==> config.mk <==
export PLATFORM = sky130hd
export DESIGN_NAME = tocador_notas
export DESIGN_NICKNAME = d
export VERILOG_FILES = /design/src/rtl/tocador_notas.sv
export SDC_FILE = /design/constraint.sdc
export NUM_CORES = 1
export LEC_CHECK = 0
export BUFFER_PORTS_ARGS = -buffer_cell sky130_fd_sc_hd__buf_4
export CAP_MARGIN = 20
export CORE_ASPECT_RATIO = 0.9
export CORE_MARGIN = 2
export CORE_UTILIZATION = 40
export DETAILED_ROUTE_END_ITERATION = 10
export PLACE_DENSITY = 0.6
export SLEW_MARGIN = 0
export SYNTH_ARGS = -nofsm -noshare
export SYNTH_HDL_FRONTEND = slang
export SYNTH_SLANG_ARGS = --single-unit
==> constraint.sdc <==
create_clock -name clock -period 2 [get_ports clock]
set_clock_uncertainty 0.2 [all_clocks]
set_input_delay 0.2 -clock clock [delete_from_list [all_inputs] [get_ports clock]]
set_output_delay 0.2 -clock clock [all_outputs]
set_load 0.05 [all_outputs]
==> src/rtl/tocador_notas.sv <==
`default_nettype none
// +----------------------------------------------------------------------------+
// | tocador_notas : note sequencer feeding the buzzer seletor/tom/toca inputs. |
// | Optional TOCADOR_PARAR_EN adds a 'parar' flush input.  Revision: 1.0       |
// +----------------------------------------------------------------------------+
module tocador_notas #(
    parameter int CLOCK_FREQ = 50000000,
    parameter int TOM        = 4,
    parameter int DEPTH      = 4,
    parameter int UNIT_MS    = 10,
    parameter int GAP_UNITS  = 2,
    localparam int TW        = (TOM > 1) ? $clog2(TOM) : 1
) (
    input  logic          clock,
    input  logic          reset,
`ifdef TOCADOR_PARAR_EN
    input  logic          parar,
`endif
    input  logic          note_valid,
    output logic          note_ready,
    input  logic [3:0]    note_seletor,
    input  logic [TW-1:0] note_tom,
    input  logic [5:0]    note_dur,
    output logic [3:0]    seletor,
    output logic [TW-1:0] tom,
    output logic          toca,
    output logic          tocando,
    output logic          fim_nota
);

    localparam int UNIT_CYCLES = CLOCK_FREQ / 1000 * UNIT_MS;
    localparam int CW          = (UNIT_CYCLES > 1) ? $clog2(UNIT_CYCLES) : 1;
    localparam int AW          = $clog2(DEPTH);
    localparam int EW          = 4 + TW + 6;

    typedef enum logic [1:0] {
        S_IDLE = 2'd0,
        S_LOAD = 2'd1,
        S_PLAY = 2'd2,
        S_GAP  = 2'd3
    } state_t;

    logic [EW-1:0] mem_q [DEPTH];
    logic [AW-1:0] wr_ptr_q;
    logic [AW-1:0] rd_ptr_q;
    logic [AW:0]   count_q;

    state_t        state_q;
    logic [CW-1:0] cyc_q;
    logic [5:0]    unit_q;
    logic [3:0]    sel_q;
    logic [TW-1:0] tom_q;
    logic          toca_q;
    logic          fim_q;

    logic          flush;
    logic          push;
    logic          pop;
    logic [EW-1:0] head;
    logic [3:0]    head_sel;
    logic [TW-1:0] head_tom;
    logic [5:0]    head_dur;
    logic          unit_end;

`ifdef TOCADOR_PARAR_EN
    assign flush = parar;
`else
    assign flush = 1'b0;
`endif

    assign note_ready = (count_q != (AW+1)'(DEPTH));
    assign push       = note_valid && note_ready && !flush;
    assign pop        = (state_q == S_LOAD) && !flush;

    assign head     = mem_q[rd_ptr_q];
    assign head_dur = head[5:0];
    assign head_tom = head[6 +: TW];
    assign head_sel = head[EW-1 -: 4];
    assign unit_end = (cyc_q == CW'(UNIT_CYCLES - 1));

    // Storage carries no reset; validity is tracked by count_q alone.
    always_ff @(posedge clock) begin
        if (push) begin
            mem_q[wr_ptr_q] <= {note_seletor, note_tom, note_dur};
        end
    end

    always_ff @(posedge clock or posedge reset) begin
        if (reset) begin
            wr_ptr_q <= '0;
            rd_ptr_q <= '0;
            count_q  <= '0;
        end else if (flush) begin
            wr_ptr_q <= '0;
            rd_ptr_q <= '0;
            count_q  <= '0;
        end else begin
            if (push) begin
                wr_ptr_q <= wr_ptr_q + AW'(1);
            end
            if (pop) begin
                rd_ptr_q <= rd_ptr_q + AW'(1);
            end
            unique case ({push, pop})
                2'b10:   count_q <= count_q + (AW+1)'(1);
                2'b01:   count_q <= count_q - (AW+1)'(1);
                default: count_q <= count_q;
            endcase
        end
    end

    always_ff @(posedge clock or posedge reset) begin
        if (reset) begin
            state_q <= S_IDLE;
            cyc_q   <= '0;
            unit_q  <= '0;
            sel_q   <= '0;
            tom_q   <= '0;
            toca_q  <= 1'b0;
            fim_q   <= 1'b0;
        end else if (flush) begin
            state_q <= S_IDLE;
            cyc_q   <= '0;
            unit_q  <= '0;
            toca_q  <= 1'b0;
            fim_q   <= 1'b0;
        end else begin
            fim_q <= 1'b0;
            unique case (state_q)
                S_IDLE: begin
                    if (count_q != '0) begin
                        state_q <= S_LOAD;
                    end
                end
                S_LOAD: begin
                    sel_q  <= head_sel;
                    tom_q  <= head_tom;
                    cyc_q  <= '0;
                    unit_q <= head_dur;
                    // A zero-length entry is dropped without a note cycle.
                    if (head_dur == 6'd0) begin
                        state_q <= (count_q > (AW+1)'(1)) ? S_LOAD : S_IDLE;
                    end else begin
                        state_q <= S_PLAY;
                        toca_q  <= (head_sel < 4'd12);
                    end
                end
                S_PLAY: begin
                    if (unit_end) begin
                        cyc_q <= '0;
                        if (unit_q == 6'd1) begin
                            state_q <= S_GAP;
                            toca_q  <= 1'b0;
                            fim_q   <= 1'b1;
                            unit_q  <= 6'(GAP_UNITS);
                        end else begin
                            unit_q <= unit_q - 6'd1;
                        end
                    end else begin
                        cyc_q <= cyc_q + CW'(1);
                    end
                end
                S_GAP: begin
                    if (unit_end) begin
                        cyc_q <= '0;
                        if (unit_q == 6'd1) begin
                            state_q <= (count_q != '0) ? S_LOAD : S_IDLE;
                        end else begin
                            unit_q <= unit_q - 6'd1;
                        end
                    end else begin
                        cyc_q <= cyc_q + CW'(1);
                    end
                end
                default: state_q <= S_IDLE;
            endcase
        end
    end

    assign seletor  = sel_q;
    assign tom      = tom_q;
    assign toca     = toca_q;
    assign fim_nota = fim_q;
    assign tocando  = (state_q != S_IDLE);

endmodule
`default_nettype wire
Word-level counts from Yosys, hierarchy flattened
Memory sizes are Yosys's and may differ from the RTL's.
Cells that the tools add are included.
Storage, ports and cells
  register bits: 42
  RAM bits: 48
  output and inout bits: 10
  memories kept: 1
Memories
  mem_q: depth 4, bits a word 12, rd ports 1, clocked after Yosys merged registers in 0, wr ports 1, line 43  | logic [EW-1:0] mem_q [DEPTH];
Operators by class
  $add $sub $neg: 6
  magnitude comparators: 2
  equal/unequal tests: 15
  mux-type cells: 26
  reduce and logical (&&, ||, !) cells: 13
Operators by type and width (count)
  19-bit case mux with 2 select lines: 1
  6-bit two-way mux: 4
  19-bit by 1-bit adder with 19-bit output, second input constant: 1
  19-bit == test, second input constant: 1
  19-bit two-way mux: 1
  6-bit case mux with 3 select lines: 1
  2-bit inequality test, second input constant: 7
  2-bit two-way mux: 6
  1-bit two-way mux: 10
  2-bit case mux with 4 select lines: 1
  4-bit AND reduction: 2
  2-bit nonzero test: 4
  2-bit == test, second input constant: 3
  6-bit by 1-bit == test with 1-bit output, second input constant: 1
  6-bit zero test: 1
  3-bit case mux with 2 select lines: 1
  3-bit nonzero test: 2
  6-bit by 1-bit subtractor with 6-bit output, second input constant: 1
  5-bit AND reduction: 1
  2-bit by 1-bit adder with 2-bit output, second input constant: 2
  2-bit by 1-bit == test with 1-bit output, second input constant: 2
  4-bit < comparator, second input constant: 1
  3-bit by 1-bit adder with 3-bit output, second input constant: 1
  3-bit by 1-bit greater-than comparator with 1-bit output, second input constant: 1
  other kinds (6): 6

Longest topological paths before layout
  word-level depth: 5
  mapped depth: 9

Worst setup path after synthesis
No wires, ideal clock.
  path kind: reg2reg
  start: reg state_q[0]
  end: reg cyc_q[17]
  library setup time: 121 ps
  data arrival time: 1986 ps
  required time: 1679 ps
  path slack: -307 ps
  cell stages (with the launch flop): 8
  period minus slack after synthesis: 2307 ps
  cell sequence: dfrtp_1 -> inv_1 -> ha_1 -> inv_1 -> nand4_1 -> nor4_1 -> xnor2_1 -> nor2_1
Between the ends
  cells in the longest elaborated chain, start to end: 3
  elaborated cells between the ends (all ways): 6
Ends and longest elaborated chain
  start, declared: line 48  | state_t state_q;
  start signal, assigned: line 142  | state_q <= (count_q > (AW+1)'(1)) ? S_LOAD : S_IDLE;
  start signal, assigned: line 167  | state_q <= (count_q != '0) ? S_LOAD : S_IDLE;
  2-bit == test: line 129  | unique case (state_q)
  2-bit OR reduction (no line)
  19-bit case mux with 2 select lines / 2-bit nonzero test (equally long branches)
  end signal, assigned: line 160  | cyc_q <= cyc_q + CW'(1);
  end signal, assigned: line 172  | cyc_q <= cyc_q + CW'(1);
  end, declared: line 49  | logic [CW-1:0] cyc_q;
Parallel ways exist; a longest one is shown, timed or not.
A chain may end at the register's enable or synchronous reset.

Worst setup path after layout
  start: reg cyc_q[1]
  end: reg cyc_q[10]
Between the ends
  cells in the longest elaborated chain, start to end: 3
  elaborated cells between the ends (all ways): 4
Ends and longest elaborated chain (line)
  19-bit by 1-bit adder with 19-bit output / 19-bit == test (equally long branches): 160, 172, 79
  19-bit two-way mux *: 149, 164
  19-bit case mux with 2 select lines *: 129
Every way passes the cells marked *; elsewhere a longest branch is shown, timed or not.

==> reports/metrics.yaml <==
setup-violations-final: 1
gp_congestion: 0.841
fill_cells: 882
dieArea_um2: 11300
first_pass_iters: 6
synthesis.area_um2: 4180
synth.ff_latch_count: 90
synthToLayoutAreaGrowth_pct: 28.6
ant_nets: 0
rows: 35
setup_ws_ps: -21.8
die_h_um: 101
yosys_most_used_dff: "edfxtp_1"
cp_data_arrival_time_ps: 2110
worst_pin_slew_ps: 573
design_area_um2: 5370
crit_chain: "ha_2, and3_4, and4_4, a21o_1, buf_6, or4_4, nand3_2"
startpoint_type: "register"
htreeDepth: 3
outcome: "finished with violations"
portBuffers: 24
leakage_nw: 2.20
vias_per_cell: 5.16
antenna_found_initial: 0
num_vias: 2734
ios: 25
layout.nets: 427
post-route-period-util_pct: 101
drv_cap: 0
rsz0062_at_grt: "yes"
hold_viol: 0
clock_sinks: 90
synth-edff-count: 48
critPathBufInv: 1
critical-path-top-delay-family: "simple AND/OR/NAND/NOR gates"
post-place-cells: 495
synth_nets: 340
grt_use_total_pct: 15.4
routed_wirelength_um: 8390
drc_errors: 0
power.density_nw_per_um2: 1490
critPathKind: "register to register"
drive_above_1_share_pct: 33.2
dp_slack_ps: -69.9
root_buffer: "clkbuf_16"
critPathRequiredTime_ps: 2090
die_w_um: 112
fmax_mhz: 495
synth_area_per_cell_um2: 13.5
grt_pass1_vias: 2702
hpwl_um: 5450
syn_inst: 309
worst_setup_path_end_kind: "register"
cpPeakStageDelay_ps: 410
cp_slowest_cell: "or4_4"
vdd_drop_max_mv: 0.884
layoutNonFillerInstCount: 530
path_clk_slew_ps: 70
dr.first_iter.drc_count: 132
slew-limit-headroom_pct: 61.8
r2r_slack_ps: -20
antenna_cells: 0
synth.distinct_cells: 49
cts_buffers: 9
post-route-min-period_ps: 2020
ys_warn_count: 0
insertion_delay_ps: 350
cts_tree: "built"
wl_per_cell_um: 15.8
start_util_pct: 40.9
overflow: 0
grt_max_degree: 43
placed_cell_area_um2: 4820
core_um2: 10200
maxSlewViolCount: 0
async_reset_ff_share_pct: 46.7
violations: "setup timing"
grt_pass1_wl_um: 13300
tns_ps: -21.8
critPathMaxFanout: 4
cts_max_path_buffers: 2
hp-class: "input port to register"
ys_seq_area_share_pct: 59.7
==> placed cells by master, fill, tap and decap left out, drive strengths merged, types with 7 or more instances in the layout <==
master	n
o21ai	9
inv	15
edfxtp	48
buf	72
dlygate4sd3	13
ha	16
nor2	26
mux4	12
clkbuf	10
xor2	7
and3	9
nand3	9
o211ai	7
a21oi	7
xnor2	11
nand2	24
a22o	7
dfrtp	42
==> layer usage <==
layer / GRT usage [%] / vias up / wire [µm]
li1: - / 1322 / -
met1: 18.7 / 1365 / 3710
met2: 26.6 / 35 / 4330
met3: 4.57 / 12 / 213
met4: 5.22 / 0 / 138
met5: 0 / - / 0
==> cell usage after synthesis, types with 5 or more instances <==
library cell / number / share of area [%]
edfxtp_1: 48 / 35
dfrtp_1: 42 / 25
nor2_1: 26 / 2.3
nand2_1: 24 / 2.2
ha_1: 16 / 4.8
inv_1: 15 / 1.3
xnor2_1: 11 / 2.3
nand3_1: 9 / 1.1
o21ai_0: 9 / 1.1
and3_1: 8 / 1.2
mux4_1: 8 / 5.0
a22o_1: 7 / 1.5
o211ai_1: 7 / 1.3
xor2_1: 7 / 1.5
mux2_2: 6 / 1.6
a21oi_1: 5 / 0.60
mux2i_1: 5 / 1.2
==> worst min-delay path, stage by stage <==
cell     delay [ps]
buf_4           100
and2_1          140
buf_4           130
xnor2_1          60
==> final timing paths <==
kind	start	cells past startpoint	to
max	cyc_q[1]	7	cyc_q[10]
min	note_valid	4	wr_ptr_q[0]
max reg2reg	cyc_q[1]	7	cyc_q[10]
min reg2reg	tom[1]	1	tom[1]
max in group asynchronous	reset	4	rd_ptr_q[0]
min in group asynchronous	reset	4	unit_q[0]
==> per-stage QoR <==
| stage | hold slack [ps] | power [W] | utilization, % |
|---|---|---|---|
| after global placement | 187 | 0.00604 | 47.2 |
| final | 106 | 0.00799 | 52.6 |
| after global routing | 157 | 0.00845 | 52.6 |
| after CTS | 99.2 | 0.00783 | 51.6 |
| after floorplan | 98.9 | 0.00503 | - |
| after detailed placement | 188 | 0.00610 | 47.2 |
==> registers in the layout (all words and copies together), names as in the netlist, named ones only <==
| name | flops |
|---|---|
| rd_ptr_q | 2 |
| count_q | 3 |
| mem_q | 48 |
| unit_q | 6 |
| fim_nota | 1 |
| cyc_q | 19 |
| seletor | 4 |
| tom | 2 |
| toca | 1 |
| wr_ptr_q | 2 |
| state_q | 1 |
==> power by group <==
group / switching, W / internal [W] / total, W
Sequential: 0.000269 / 0.00243 / 0.00270
Clock: 0.000741 / 0.000856 / 0.00160
Combinational: 0.00196 / 0.00173 / 0.00369
Total: 0.00297 / 0.00502 / 0.00799
==> area by class of cell <==
class	count	area, µm²	area share (%)
flip-flops and latches	90	2490	46.4
multi-input cells	195	1690	31.6
repair buffers	85	682	12.7
clock buffers	10	229	4.26
well taps	129	161	3.01
inverters	15	60.1	1.12
clock inverters	6	48.8	0.909
==> cells by family after synthesis <==
group | synth area share (%)
flip-flops | 59.7
XOR/XNOR | 3.78
AO/OA/AOI/OAI | 6.95
adder cells (fa/ha/maj) | 4.79
multiplexers | 10.0
buffers and inverters | 2.82
AND/OR/NAND/NOR | 12.0
==> what timing repair did <==
item / 4_1_cts / 5_1_grt
endpoints found under the hold margin: 90 / 0
hold buffers: 13 / 0
gates resized for setup: 8 / 23
gates cloned: 1 / 0
pin swaps: 2 / 12
buffers inserted: 0 / 5
setup endpoints to repair: 16 / 14
Note: power is estimated with default switching activity, not from simulation.
